`src/rtl/mmio_uart_tx.sv`:
```
// mmio_uart_tx: memory-mapped UART transmitter on the core's data-memory port.
//   Stores into the 16-byte window at BASE_ADDR queue bytes (TXDATA, offset 0x0)
//   or clear the sticky overflow flag (STATUS, offset 0x4). Queued bytes are sent
//   as 8N1 frames on tx, LSB first. Loads return STATUS / LEVEL combinationally.
// Ports:
//   clk        core clock, rising-edge state updates
//   reset      asynchronous active-low reset
//   addr       data address (ALU result)
//   write_data store data
//   memwrite   store strobe for the current cycle
//   hit        address falls inside the window (combinational)
//   read_data  register read value, 0 when hit=0 (combinational)
//   tx         serial line, idles high
//   busy       a frame is being shifted out
module mmio_uart_tx #(
  parameter logic [31:0] BASE_ADDR    = 32'h1000_0000,
  parameter int          CLKS_PER_BIT = 16,
  parameter int          FIFO_DEPTH   = 4
) (
  input  logic        clk,
  input  logic        reset,
  input  logic [31:0] addr,
  input  logic [31:0] write_data,
  input  logic        memwrite,
  output logic        hit,
  output logic [31:0] read_data,
  output logic        tx,
  output logic        busy
);

  localparam int PTR_W = $clog2(FIFO_DEPTH);
  localparam int CNT_W = PTR_W + 1;
  localparam int TICK_W = $clog2(CLKS_PER_BIT);
  localparam logic [CNT_W-1:0]  DEPTH_C   = CNT_W'(FIFO_DEPTH);
  localparam logic [TICK_W-1:0] TICK_LAST = TICK_W'(CLKS_PER_BIT - 1);

  typedef enum logic [1:0] {IDLE, START, DATA, STOP} state_t;

  state_t              state, state_nx;
  logic [TICK_W-1:0]   tick_cnt, tick_cnt_nx;
  logic [2:0]          bit_idx, bit_idx_nx;
  logic [7:0]          shift, shift_nx;

  logic [7:0]          fifo_mem [FIFO_DEPTH];
  logic [PTR_W-1:0]    rd_ptr, wr_ptr;
  logic [CNT_W-1:0]    count;
  logic                overflow;

  logic [3:0]          offset;
  logic                wr_en, push, push_ok, drop, pop, clr_ovf;
  logic                fifo_empty, fifo_full, tick_last;

  // Only bits [7:0] and bit 3 of the store data are meaningful.
  logic                unused_wd;
  assign unused_wd = ^write_data[31:8];

  assign hit        = (addr[31:4] == BASE_ADDR[31:4]);
  assign offset     = addr[3:0];
  assign wr_en      = memwrite & hit;
  assign push       = wr_en && (offset == 4'h0);
  assign clr_ovf    = wr_en && (offset == 4'h4) && write_data[3];
  assign fifo_empty = (count == '0);
  assign fifo_full  = (count == DEPTH_C);
  assign tick_last  = (tick_cnt == TICK_LAST);

  // A full FIFO still accepts a push when a pop frees a slot on the same edge.
  assign push_ok    = push && (!fifo_full || pop);
  assign drop       = push && !push_ok;

  always_comb begin
    state_nx    = state;
    tick_cnt_nx = tick_cnt + 1'b1;
    bit_idx_nx  = bit_idx;
    shift_nx    = shift;
    pop         = 1'b0;
    case (state)
      IDLE: begin
        tick_cnt_nx = '0;
        if (!fifo_empty) begin
          pop      = 1'b1;
          shift_nx = fifo_mem[rd_ptr];
          state_nx = START;
        end
      end
      START: begin
        if (tick_last) begin
          tick_cnt_nx = '0;
          bit_idx_nx  = '0;
          state_nx    = DATA;
        end
      end
      DATA: begin
        if (tick_last) begin
          tick_cnt_nx = '0;
          if (bit_idx == 3'd7) begin
            state_nx = STOP;
          end else begin
            bit_idx_nx = bit_idx + 3'd1;
            shift_nx   = {1'b0, shift[7:1]};
          end
        end
      end
      STOP: begin
        if (tick_last) begin
          tick_cnt_nx = '0;
          // Chain straight into the next start bit when more data is queued.
          if (!fifo_empty) begin
            pop      = 1'b1;
            shift_nx = fifo_mem[rd_ptr];
            state_nx = START;
          end else begin
            state_nx = IDLE;
          end
        end
      end
      default: state_nx = IDLE;
    endcase
  end

  always_ff @(posedge clk or negedge reset) begin
    if (!reset) begin
      state    <= IDLE;
      tick_cnt <= '0;
      bit_idx  <= '0;
    end else begin
      state    <= state_nx;
      tick_cnt <= tick_cnt_nx;
      bit_idx  <= bit_idx_nx;
    end
  end

  always_ff @(posedge clk or negedge reset) begin
    if (!reset) begin
      rd_ptr   <= '0;
      wr_ptr   <= '0;
      count    <= '0;
      overflow <= 1'b0;
    end else begin
      if (push_ok) wr_ptr <= wr_ptr + 1'b1;
      if (pop)     rd_ptr <= rd_ptr + 1'b1;
      case ({push_ok, pop})
        2'b10:   count <= count + 1'b1;
        2'b01:   count <= count - 1'b1;
        default: count <= count;
      endcase
      // A dropped push outranks a clear in the same cycle.
      if (drop)         overflow <= 1'b1;
      else if (clr_ovf) overflow <= 1'b0;
    end
  end

  // Payload storage carries no reset; it is only read after being written.
  always_ff @(posedge clk) begin
    shift <= shift_nx;
    if (push_ok) fifo_mem[wr_ptr] <= write_data[7:0];
  end

  always_comb begin
    case (state)
      START:   tx = 1'b0;
      DATA:    tx = shift[0];
      default: tx = 1'b1;
    endcase
  end

  assign busy = (state != IDLE);

  always_comb begin
    read_data = '0;
    if (hit) begin
      case (offset)
        4'h4:    read_data = {28'd0, overflow, busy, fifo_empty, fifo_full};
        4'h8:    read_data = 32'(count);
        default: read_data = '0;
      endcase
    end
  end

endmodule

```
`config.mk`:
```
export PLATFORM = sky130hd
export DESIGN_NAME = mmio_uart_tx
export DESIGN_NICKNAME = d
export VERILOG_FILES = /design/src/rtl/mmio_uart_tx.sv
export SDC_FILE = /design/constraint.sdc
export NUM_CORES = 1
export LEC_CHECK = 0
export CAP_MARGIN = 20
export CORE_MARGIN = 2
export CORE_UTILIZATION = 48
export DETAILED_ROUTE_END_ITERATION = 10
export GPL_ROUTABILITY_DRIVEN = 0
export HOLD_SLACK_MARGIN = 0.12
export PLACE_DENSITY = 0.85
export SETUP_SLACK_MARGIN = 0.4
export SYNTH_ARGS = -nofsm -noshare
export SYNTH_HDL_FRONTEND = slang
export SYNTH_SLANG_ARGS = --single-unit
```
`constraint.sdc`:
```
create_clock -name clk -period 4.5 [get_ports clk]
set_input_delay 0.45 -clock clk [delete_from_list [all_inputs] [get_ports clk]]
set_output_delay 0.45 -clock clk [all_outputs]
set_load 0.02 [all_outputs]
```
==> results.py, run 1 <==
metrics = {
    "sta": {
        "rsz0062_at_grt": "false",
        "slew_viol_final": 0,
        "worst_hold_slack_ns": 0.501,
        "setup_viol": 0,
        "period_minus_slack_ns": 3.30,
        "worst_pin_slew_ns": 0.796,
        "finalCritPeriodShare": 0.733,
        "fmax_mhz": 303,
        "fin_skew_ns": 0.00655,
        "maxSlewHeadroom": 0.467,
        "setup_tns_ns": 0,
        "hold_violations": 0,
    },
    "routing": {
        "drcViolationCount": 0,
        "via_per_inst": 5.25,
        "vias": 1868,
        "routed_wl_um": 5100,
        "drtIter0Drc": 84,
        "avgRoutedWirePerCell_um": 14.3,
        "ant_nets": 0,
        "drtPass1Iterations": 4,
    },
    "layout": {
        "final_common_cell": "clkdlybuf4s50_1",
        "nets": 357,
        "multi_input_area_um2": 1150,
        "utilization": 0.600,
        "final_cell_mix": "clkdlybuf4s50_1, edfxtp_1, conb_1",
        "n_antenna_cell": 0,
        "regArea_um2": 1630,
        "stdcell_count": 356,
        "fill_cells": 463,
        "area_growth_syn_to_layout_pct": 20.3,
        "drive_above_1_share": 0.0961,
    },
    "critical_path": {
        "r2r_slack_ns": 1.83,
        "cp_data_arrival_time_ns": 2.85,
        "crit_required_ns": 4.05,
        "worstReg2RegStart": "count[1]$_DFFE_PN0P_",
        "crit_path_start_kind": "primary input",
        "worstSetupPathType": "in -> out",
        "end_kind": "output pin",
        "reg2reg_to": "count[2]$_DFFE_PN0P_",
        "reg2reg_depth": 7,
        "path_max_fanout": 7,
    },
    "floorplanning": {
        "core-area_um2": 5920,
        "row_count": 28,
        "pin_count": 102,
        "dieWidth_um": 82.4,
        "die_area_um2": 6790,
        "initial_core_util": 0.499,
        "die_y_um": 82.4,
    },
    "worst_hold_path": {
        "worstHoldPathCells": 1,
        "hold_class": "reg -> reg",
        "min_to": "tick_cnt[0]$_DFF_PN0_",
        "min_from": "tick_cnt[0]$_DFF_PN0_",
    },
    "logic_synthesis": {
        "synth_cell_type_count": 50,
        "synth_area_leaders": "edfxtp_1, dfrtp_1, buf_4",
        "yosysSeqAreaShare": 0.551,
        "synth-edff-count": 40,
        "avgSynthCellArea_um2": 13.2,
        "synth_seq_cells": 57,
        "synth_flop_cell": "edfxtp_1",
        "synth_area_um2": 2950,
        "synth_top_area_share": 0.407,
        "synthArstFlopShare": 0.298,
        "synthCells": 224,
        "yosysTopAreaCell": "edfxtp_1",
        "yosysWarnings": 0,
    },
    "cts": {
        "cts.sinks": 57,
        "clk_path_buf_depth": 2,
        "postCtsSetupBuffers": 0,
        "clkLatencyLatePin_ns": 0.33,
        "cts_resized": 0,
        "cts_tree": "yes",
        "htree_levels": 3,
        "cts_made_buffers": 9,
        "clkTransAtPathRegs_ns": 0.06,
        "cts-root-buf": "clkbuf_8",
        "cts_hold_repair.buffers": 0,
    },
    "global_routing": {
        "grt-ovfl-total": 0,
        "grt_max_degree": 19,
        "grt_pass1_wl_um": 8110,
        "track_usage": 0.163,
        "grt_pass1_vias": 1795,
        "antenna_found_initial": 0,
    },
    "job": {
        "maxCapViolCount": 0,
    },
    "placement": {
        "portBuffers": 49,
        "post-place-cells": 340,
        "place_hpwl_um": 3820,
    },
    "pwr": {
        "power.leakage_nw": 1.39,
        "power_density_nw_per_um2": 287,
        "vdd_ir_drop_max_uv": 230,
    },
    "run_status": {
        "status": "finished, final reports clean",
    },
}
[layout make-up]
cell class | instances | share of cell area
sequential | 57 | 0.458
multi-input combinational | 152 | 0.324
timing repair buffer | 49 | 0.138
clock buffer | 10 | 0.0359
tap | 75 | 0.0264
clock inverter | 6 | 0.00987
inverter | 7 | 0.00740
[routing by layer]
metal	share of wire	global-route usage	vias to the layer above
li1	-	-	892
met1	0.42	0.195	909
met2	0.52	0.271	62
met3	0.048	0.0576	5
met4	0.015	0.0633	0
met5	0	0	-
[cell families (layout without fill, tap and decap cells)]
kind of cell,Yosys count,in the layout,share of synthesized area
other,1,28,0.00127
buffers and inverters,42,72,0.0936
adders and majority gates,14,14,0.0619
muxes,11,11,0.0733
xor gates and xnor gates,5,5,0.0148
and+or+nand+nor,59,59,0.116
AOI/OAI and AO/OA,35,35,0.0886
DFF,57,57,0.551
[registers in the layout (all words and copies together) (netlist names)]
signal,cells
bit_idx,3
state,2
fifo_mem,32
overflow,1
rd_ptr,2
count,3
shift,8
tick_cnt,4
wr_ptr,2
[worst max path at each step]
stage,startpoint,end,cells past startpoint
2_1_floorplan,addr[27],read_data[3],5
3_3_place_gp,addr[27],read_data[3],6
3_5_place_dp,addr[27],read_data[3],6
4_1_cts,addr[27],read_data[3],6
5_1_grt,addr[27],read_data[3],6
6_report,addr[27],read_data[3],6
[critical path, stage by stage]
cell	delay (ns)
clkdlybuf4s50_1	0.40
or4b_4	0.54
nor3_2	0.12
or3b_1	0.48
nor3_1	0.21
clkdlybuf4s50_1	0.63
[per-stage QoR]
stage          worst slack [ns]  power, mW  cell area (µm²)
2_1_floorplan              1.97      0.616             3050
3_3_place_gp               1.21      0.640             3390
3_5_place_dp               1.19      0.641             3390
4_1_cts                    1.18       1.03             3550
5_1_grt                    1.06       1.06             3550
6_report                   1.20       1.02             3550
[power by group]
group	switching, mW	leakage, nW	internal, mW
Clock	0.196	0.0750	0.194
Combinational	0.0349	0.763	0.0345
Sequential	0.000000000365	0.556	0.561
[synthesized netlist by cell type, types with 2 or more instances]
| cell type | instances |
|---|---|
| edfxtp_1 | 40 |
| buf_4 | 29 |
| dfrtp_1 | 17 |
| ha_1 | 13 |
| nor2_1 | 12 |
| a22o_1 | 11 |
| nand2_1 | 10 |
| mux4_2 | 8 |
| inv_1 | 7 |
| and3_1 | 6 |
| nor3_1 | 6 |
| nor4_1 | 6 |
| a22oi_1 | 5 |
| o21ai_0 | 5 |
| a21oi_1 | 3 |
| clkbuf_1 | 3 |
| nor2b_1 | 3 |
| xnor2_1 | 3 |
| buf_2 | 2 |
| nand3_1 | 2 |
| nand4_1 | 2 |
| or3_1 | 2 |
| xor2_1 | 2 |
Note: power is estimated with default switching activity, not from simulation.
==> inputs of run 2 (changes only) <==
--- a/config.mk
+++ b/config.mk
@@ -7,11 +7,11 @@
 export LEC_CHECK = 0
 export CAP_MARGIN = 20
 export CORE_MARGIN = 2
-export CORE_UTILIZATION = 48
+export CORE_UTILIZATION = 45
 export DETAILED_ROUTE_END_ITERATION = 10
 export GPL_ROUTABILITY_DRIVEN = 0
 export HOLD_SLACK_MARGIN = 0.12
-export PLACE_DENSITY = 0.85
+export PLACE_DENSITY = 0.81
 export SETUP_SLACK_MARGIN = 0.4
 export SYNTH_ARGS = -nofsm -noshare
 export SYNTH_HDL_FRONTEND = slang
==> constraint.sdc (replaced) <==
create_clock -name clk -period 3.2 [get_ports clk]
set_input_delay 0.32 -clock clk [delete_from_list [all_inputs] [get_ports clk]]
set_output_delay 0.32 -clock clk [all_outputs]
set_load 0.02 [all_outputs]
==> results.py, run 2 (same netlist as run 1, synthesis figures left out) <==
metrics = {
    "sta": {
        "hold_violations": 0,
        "setup_viol": 0,
        "period_minus_slack_ns": 2.68,
        "setup_tns_ns": 0,
        "maxSlewHeadroom": 0.475,
        "finalCritPeriodShare": 0.839,
        "fmax_mhz": 373,
        "rsz0062_at_grt": "false",
        "fin_skew_ns": 0.00536,
        "worst_pin_slew_ns": 0.785,
        "slew_viol_final": 0,
    },
    "global_routing": {
        "grt_pass1_vias": 1777,
        "grt_max_degree": 19,
        "grt_pass1_wl_um": 8210,
        "antenna_found_initial": 0,
        "track_usage": 0.147,
        "grt-ovfl-total": 0,
    },
    "routing": {
        "drtIter0Drc": 113,
        "routed_wl_um": 4980,
        "vias": 1889,
        "ant_nets": 0,
        "avgRoutedWirePerCell_um": 13.8,
        "via_per_inst": 5.25,
        "drcViolationCount": 0,
        "drtPass1Iterations": 4,
    },
    "layout": {
        "largest_reg_flops": 32,
        "n_antenna_cell": 0,
        "nets": 359,
        "top_register": "fifo_mem",
        "drive_above_1_share": 0.113,
        "fin_area_um2": 3570,
        "largest_registers": "fifo_mem x32, shift x8, tick_cnt x4",
        "final_cell_mix": "clkdlybuf4s50_1, edfxtp_1, conb_1",
        "final_common_cell": "clkdlybuf4s50_1",
        "fill_cells": 502,
        "stdcell_count": 360,
        "area_growth_syn_to_layout_pct": 21.1,
    },
    "critical_path": {
        "worstSetupPathType": "in -> out",
        "crit_path_start_kind": "primary input",
        "crit_required_ns": 2.88,
        "cp_data_arrival_time_ns": 2.36,
        "r2r_slack_ns": 0.73,
        "reg2reg_depth": 9,
        "reg2reg_to": "count[2]$_DFFE_PN0P_",
        "worstReg2RegStart": "state[0]$_DFFE_PN0P_",
        "end_kind": "output pin",
        "path_max_fanout": 7,
    },
    "cts": {
        "cts_tree": "yes",
        "cts.sinks": 57,
        "postCtsSetupBuffers": 0,
        "clkLatencyLatePin_ns": 0.33,
        "clkTransAtPathRegs_ns": 0.06,
        "cts_made_buffers": 9,
        "cts-root-buf": "clkbuf_8",
        "htree_levels": 3,
        "clk_path_buf_depth": 2,
        "cts_hold_repair.buffers": 0,
    },
    "floorplanning": {
        "die_y_um": 85.0,
        "pin_count": 102,
        "initial_core_util": 0.465,
        "row_count": 29,
        "core-area_um2": 6350,
        "die_area_um2": 7230,
        "dieWidth_um": 85.0,
    },
    "pwr": {
        "vdd_ir_drop_max_uv": 317,
        "power.leakage_nw": 1.44,
        "power_density_nw_per_um2": 406,
    },
    "worst_hold_path": {
        "hold_class": "in -> async",
    },
    "placement": {
        "post-place-cells": 344,
        "place_hpwl_um": 3610,
        "placed_area_um2": 3410,
        "portBuffers": 49,
    },
    "run_status": {
        "status": "finished, final reports clean",
    },
    "job": {
        "maxCapViolCount": 0,
    },
}
==> run 2: cell count changes in the layout (fill, tap and decap cells not counted), moves of 2 or more <==
cell / before / now
buf_4: 0 / 2
clkdlybuf4s50_1: 49 / 45
clkinv_1: 3 / 1
clkinv_2: 0 / 2
dlygate4sd2_1: 0 / 4
==> run 2: per-layer routing <==
| layer | vias to the layer above | routed length (µm) | GRT usage |
|---|---|---|---|
| met2 | 67 | 2580 | 0.230 |
| met1 | 919 | 2050 | 0.189 |
| li1 | 894 | - | - |
| met3 | 9 | 257 | 0.0379 |
| met4 | 0 | 97 | 0.0765 |
| met5 | - | 0 | 0 |
==> run 2: cell type report <==
type	count	area, µm²	share of cell area
flip-flops and latches	57	1630	0.455
repair buffers	51	500	0.140
multi-input cells	152	1160	0.324
inverters	7	26.3	0.00735
clock buffers	12	145	0.0406
clock inverters	4	21.3	0.00595
well taps	77	96.3	0.0270
==> run 2: what timing repair did <==
item,CTS,global route
endpoints found under the setup margin,4,1
resized for setup,5,1
hold endpoints to repair,0,0
==> run 2: critical path: stages <==
cell,delay (ns)
clkdlybuf4s50_1,0.40
or4b_4,0.54
nor3_2,0.14
or3b_4,0.45
nor3_1,0.16
dlygate4sd2_1,0.35
==> run 2: where the power goes <==
group	internal, mW	switching [mW]	total (mW)
registers	0.789	0.000000000486	0.789
logic	0.0486	0.0483	0.0969
clock network	0.297	0.269	0.566
total	1.13	0.317	1.45
==> run 2: worst max path at each step <==
stage / cells after the start / end / start
after CTS: 6 / read_data[3] / addr[27]
after global routing: 6 / read_data[3] / addr[27]
after detailed placement: 6 / read_data[3] / addr[27]
after global placement: 6 / read_data[3] / addr[27]
final: 6 / read_data[3] / addr[27]
after floorplan: 9 / count[2]$_DFFE_PN0P_ / addr[27]
==> run 2: per-stage QoR <==
stage | hold WS, ns | utilization | setup WS [ns] | total power, mW
final | 0.450 | 0.563 | 0.517 | 1.45
after global routing | 0.503 | 0.563 | 0.434 | 1.51
after CTS | 0.464 | 0.562 | 0.501 | 1.47
after detailed placement | 0.501 | 0.536 | 0.145 | 0.901
after global placement | 0.486 | 0.536 | 0.162 | 0.900
after floorplan | 0.0244 | - | 0.833 | 0.866
